**config.mk**
```make
export PLATFORM = sky130hd
export DESIGN_NAME = fifo_pixel_reader
export DESIGN_NICKNAME = d
export VERILOG_FILES = /design/src/rtl/fifo_pixel_reader_pkg.sv /design/src/rtl/raster_counter.sv /design/src/rtl/fifo_pixel_reader.sv
export SDC_FILE = /design/constraint.sdc
export NUM_CORES = 1
export LEC_CHECK = 0
export ABC_AREA = 1
export BUFFER_PORTS_ARGS = -buffer_cell sky130_fd_sc_hd__clkbuf_2
export CAP_MARGIN = 10
export CORE_MARGIN = 2
export CORE_UTILIZATION = 55
export CTS_BUF_LIST = sky130_fd_sc_hd__clkbuf_4 sky130_fd_sc_hd__clkbuf_8
export DETAILED_ROUTE_END_ITERATION = 8
export GPL_TIMING_DRIVEN = 0
export MAX_ROUTING_LAYER = met4
export PLACE_DENSITY = 0.78
export SLEW_MARGIN = 20
export SYNTH_ARGS = -nofsm -noshare
export SYNTH_HDL_FRONTEND = slang
export SYNTH_SLANG_ARGS = --single-unit
export TNS_END_PERCENT = 20
```
**constraint.sdc**
```tcl
create_clock -name clk -period 1.85 [get_ports clk]
set_input_delay 0.0925 -clock clk [delete_from_list [all_inputs] [get_ports clk]]
set_output_delay 0.0925 -clock clk [all_outputs]
set_load 0.05 [all_outputs]
```
**src/rtl/fifo_pixel_reader_pkg.sv**
```systemverilog
// Shared definitions for the FIFO pixel reader: default geometry and FSM encoding.
package fifo_pixel_reader_pkg;

    localparam int unsigned DefB    = 8;
    localparam int unsigned DefCols = 640;
    localparam int unsigned DefRows = 480;

    typedef enum logic [1:0] {
        StIdle   = 2'd0,
        StStream = 2'd1,
        StDrain  = 2'd2
    } state_e;

endpackage

```
**src/rtl/raster_counter.sv**
```systemverilog
// Column/row position counter for one frame, with start/end-of-line/frame decode.
module raster_counter
    import fifo_pixel_reader_pkg::*;
#(
    parameter int unsigned COLS = DefCols,
    parameter int unsigned ROWS = DefRows,
    parameter int unsigned CW   = ($clog2(COLS) > 0) ? $clog2(COLS) : 1,
    parameter int unsigned RW   = ($clog2(ROWS) > 0) ? $clog2(ROWS) : 1
) (
    input  logic          clk,
    input  logic          reset,
    input  logic          clear,
    input  logic          inc,
    output logic [CW-1:0] col,
    output logic [RW-1:0] row,
    output logic          sof,
    output logic          eol,
    output logic          eof
);

    localparam logic [CW-1:0] ColLast = CW'(COLS - 1);
    localparam logic [RW-1:0] RowLast = RW'(ROWS - 1);

    always_ff @(posedge clk or posedge reset) begin
        if (reset) begin
            col <= '0;
            row <= '0;
        end else if (clear) begin
            col <= '0;
            row <= '0;
        end else if (inc) begin
            if (col == ColLast) begin
                col <= '0;
                row <= (row == RowLast) ? '0 : row + 1'b1;
            end else begin
                col <= col + 1'b1;
            end
        end
    end

    assign sof = (col == '0) && (row == '0);
    assign eol = (col == ColLast);
    assign eof = eol && (row == RowLast);

endmodule

```
**src/rtl/fifo_pixel_reader.sv**
```systemverilog
// Pops one frame of pixels from a FWFT FIFO and presents them on a valid/ready
// stream with sof/eol/eof markers; returns to idle once the eof pixel is taken.
module fifo_pixel_reader
    import fifo_pixel_reader_pkg::*;
#(
    parameter int unsigned B    = DefB,
    parameter int unsigned COLS = DefCols,
    parameter int unsigned ROWS = DefRows
) (
    input  logic         clk,
    input  logic         reset,
    input  logic         start,
    input  logic         empty,
    input  logic [B-1:0] rdata,
    output logic         rd,
    output logic         m_valid,
    input  logic         m_ready,
    output logic [B-1:0] m_data,
    output logic         m_sof,
    output logic         m_eol,
    output logic         m_eof,
    output logic         busy,
    output logic         done
);

    localparam int unsigned CW = ($clog2(COLS) > 0) ? $clog2(COLS) : 1;
    localparam int unsigned RW = ($clog2(ROWS) > 0) ? $clog2(ROWS) : 1;

    state_e        state;
    logic          accept;
    logic          start_frame;
    logic [CW-1:0] col;
    logic [RW-1:0] row;
    logic          c_sof;
    logic          c_eol;
    logic          c_eof;

    assign start_frame = start & (state == StIdle);
    assign accept      = m_valid & m_ready;
    // Gated by reset so the pop strobe drops in the same instant reset rises.
    assign rd          = ~reset & (state == StStream) & ~empty & (~m_valid | m_ready);
    assign busy        = (state != StIdle);
    assign done        = (state == StDrain) & accept;

    raster_counter #(
        .COLS (COLS),
        .ROWS (ROWS),
        .CW   (CW),
        .RW   (RW)
    ) u_raster_counter (
        .clk   (clk),
        .reset (reset),
        .clear (start_frame),
        .inc   (rd),
        .col   (col),
        .row   (row),
        .sof   (c_sof),
        .eol   (c_eol),
        .eof   (c_eof)
    );

    always_ff @(posedge clk or posedge reset) begin
        if (reset) begin
            state   <= StIdle;
            m_valid <= 1'b0;
            m_data  <= '0;
            m_sof   <= 1'b0;
            m_eol   <= 1'b0;
            m_eof   <= 1'b0;
        end else begin
            if (rd) begin
                m_valid <= 1'b1;
                m_data  <= rdata;
                m_sof   <= c_sof;
                m_eol   <= c_eol;
                m_eof   <= c_eof;
            end else if (accept) begin
                m_valid <= 1'b0;
            end

            unique case (state)
                StIdle: begin
                    if (start) state <= StStream;
                end
                StStream: begin
                    if (rd && c_eof) state <= StDrain;
                end
                StDrain: begin
                    // Only the eof pixel can be pending here.
                    if (accept) state <= StIdle;
                end
                default: state <= StIdle;
            endcase
        end
    end

endmodule

```
==> results.md <==
- Chip width: about 60 um
- Routability cong.: 0.826
- Vias in the first global route: 1,539
- Setup_tns: 0 ps
- # clock sinks: 33
- Post-CTS Setup Inserts: 0
- Overall power: approximately 0.0027 W
- Main combinational cell family by area after synthesis: simple AND/OR/NAND/NOR gates
- Layout area overhead: 21.1%
- Synth top area cells: dfrtp_1 (45%), nand2_1 (18%), inv_1 (5.7%)
- Initial Utilization: 0.590
- Post-route DRC: 0
- Synth Area in Simple Gates: 0.383
- Min cycle time layout: 1730 ps
- Worst-Margin Slew: 670 ps
- Gate power share: 0.379
- Post-synth top area cell: dfrtp_1
- Synth Area in Compound Gates: 0.0534
- Initial antenna violation count: 0
- Psw: between 0.001 and 0.0015 W
- Max IR drop VDD: 876 uV
- GR Util All Layers: 0.246
- Crit path kind: input pin to output pin
- Primary FF master, synth: dfrtp_1
- Pwr/cell area: about 1200 nW/um^2
- Post-DP HPWL: roughly 2700 um
- Leak pwr: ~1.2 nW
- Syn. warnings: 0
- Post-synth EDFFs: 0
- Critical Path AT: around 1600 ps
- Period utilization: 0.936
- Switching Share: 0.421
- Syn_nets: between 200 and 300
- Skew-Pair Late Insertion Delay: between 300 and 400 ps
- GR peak layer: met2
- Die H: 61.7 um
- Worst relative slew slack: 0.552
- Adder-Cell Fraction of Synth Area: 0.0274
- Status: finished clean
- Internal power contribution: roughly 0.0015 W
- Routed len/inst: between 10 and 15 um
- DR vias: ~1,700
- Layout cells sized above 1: 0.192
- NumNets Final: around 310
- Clock share of power: 0.214
- Gr ovfl total: 0
- Cells after Synth: approximately 250
- RR Startpoint: u_raster_counter.row[0]
- Synth async-reset ratio: 1.00
- Worst R2R End: state[0]
- Initial DRC Count: just under 80
- Slowest cell on the critical path: dlygate4sd3_1
- Max Fclk: approximately 0.58 GHz
- Core area: between 3000 and 4000 um^2
- Mapped Area: approximately 1800 um^2
- Pre-CTS WS: around 300 ps
- Worst setup EP type: output pin
- Max incr delay on CP: ~540 ps
- Slew Limit Fails: 0
- H-tree depth: 2
- Multi-input gate area: 870 um^2
- Drt pass-1 iters: 4
- Die area: ~3800 um^2
- Max cap viols: 0
- Min-delay src: m_ready
- Clock skew: around 8.6 ps
- Register area share after synthesis: 0.451
- Via density: ~5.1
- WP data required: around 1800 ps
- Multiplexer share of the synthesized area: 0
- Reg2Reg Depth: 8
- Netlist cell types: 23
- CP startpoint kind: input pin
- Clock transition at the registers of the reported paths: ~100 ps
- Syn Area/Cell: approximately 7.4 um^2
- CP Max Fanout: 10
- HP Class: input pin to register
- RSZ-0062 raised after global routing: false
- CTS root buf: clkbuf_4
- Critical path, cell by cell: dlygate4sd3_1, clkbuf_2, nor2_1, nand3_4, inv_1, clkbuf_4, buf_4
- Count of final setup violators: 0
- Met2 Usage GRT: 0.405
- Fillers: about 260
- Io pins: 28
- Met1 usage: 0.310
- Deepest clock path buffer count: 2
- Cts bufs inserted: 5
- # port buffers: 27
- First-pass GRT wire length: about 6600 um
- Worst hold stages: 4
- Post-route ant nets: 0
- Post-synthesis xor/xnor area fraction: 0.00479
- Top cell type's share of synthesized area: 0.451
- Cell row count: 20
- Sequential standard cell area: just over 800 um^2
- Antenna cells: 0
- Met3 usage: 0.0588
- WHS Endpoint: state[1]
- Reg power frac: 0.407
- R2r setup slk: roughly 280 ps
- Largest net degree at the start of global routing: 34
- Flops & latches, synth: 33
- Setup WS post-layout: between 100 and 150 ps
- Final hold vios: 0
- Launch point of the worst path: reset
- Drt total wl: about 4000 um
- CTS tree: yes
## worst max-delay path, delay by kind of cell
family        cells  cell delay, ps
simple gates      2             360
buf+inv           5            1190
## power by group through the flow
stage	Clock (W)	Combinational, W	Sequential [W]
finish	0.000572	0.00101	0.00109
global route	0.000615	0.00114	0.00112
CTS	0.000588	0.00100	0.00108
detailed placement	0	0.000979	0.00109
global placement	0	0.000958	0.00109
floorplan	0	0.000521	0.00132
## worst max-delay path by stage
stage	end	slack (ps)	cells past startpoint
floorplan	u_raster_counter.col[4]	240	6
global placement	u_raster_counter.row[8]	310	9
detailed placement	state[0]	300	8
CTS	rd	20	5
global route	rd	30	5
finish	rd	120	7
## synthesized netlist by cell type, types with 3 or more instances
| cell type | instances |
|---|---|
| nand2_1 | 88 |
| dfrtp_1 | 33 |
| inv_1 | 28 |
| nor2_1 | 27 |
| nand3_1 | 20 |
| o21ai_0 | 10 |
| nand4_1 | 7 |
| ha_1 | 4 |
| nor3_1 | 4 |
| a21oi_1 | 3 |
| buf_2 | 3 |
| nand2_2 | 3 |
## routing by layer
layer  share of wire  routed length [um]
met5               0                   0
met4          0.0095                  38
met3           0.068                 273
met2            0.46                1850
met1            0.46                1840
## layout make-up
type | instances | share of cell area
multi-input combinational | 181 | 0.392
clock inverter | 1 | 0.0136
clock buffer | 7 | 0.0265
buffer | 6 | 0.0198
tap | 44 | 0.0248
timing repair buffer | 36 | 0.103
inverter | 28 | 0.0474
sequential | 33 | 0.373
## flip-flops by register name (all words and copies together) (netlist names)
name / flops
m_eol: 1
u_raster_counter.col: 10
state: 2
m_eof: 1
m_sof: 1
m_data: 8
u_raster_counter.row: 9
m_valid: 1
## repair_timing
item | CTS | global route
hold buffers | 9 | 0
hold endpoints to repair | 41 | 0
setup endpoints to repair | 1 | 1
gates resized for setup | 1 | 3
## through the flow
stage,utilization,instances,hold slack [ps],instance area [um^2]
6_report,0.714,336,83.2,2220
5_1_grt,0.714,336,120,2220
4_1_cts,0.711,336,67.4,2210
3_5_place_dp,0.652,319,227,2020
3_3_place_gp,0.652,319,298,2020
2_1_floorplan,-,248,202,1830
## placed cells by master, fill, tap and decap left out
master,Yosys,layout
nand2_1,88,88
dfrtp_1,33,33
inv_1,28,27
nor2_1,27,27
clkbuf_2,0,26
nand3_1,20,20
o21ai_0,10,10
dlygate4sd3_1,0,9
clkbuf_4,0,7
nand4_1,7,7
ha_1,4,4
a21oi_1,3,3
nand2_2,3,3
nor3_1,4,3
nor2_2,2,2
nand2_4,2,2
buf_6,2,2
buf_2,3,2
o21ai_2,2,2
or2_2,2,2
o21bai_1,2,2
nand3_4,0,1
nand3_2,2,1
nor2_4,1,1
xor2_1,1,1
nand3b_1,1,1
clkbuf_1,1,1
nor3_2,0,1
inv_2,0,1
bufinv_16,0,1
clkbuf_8,0,1
buf_4,0,1
## cells by family (layout without fill, tap and decap cells)
kind of cell | after synthesis | after routing
AO/OA/AOI/OAI | 17 | 17
XOR/XNOR | 1 | 1
adder cells (fa/ha/maj) | 4 | 4
buffers and inverters | 34 | 78
flip-flops | 33 | 33
AND/OR/NAND/NOR | 159 | 159
(Power assumes the default switching activity.)
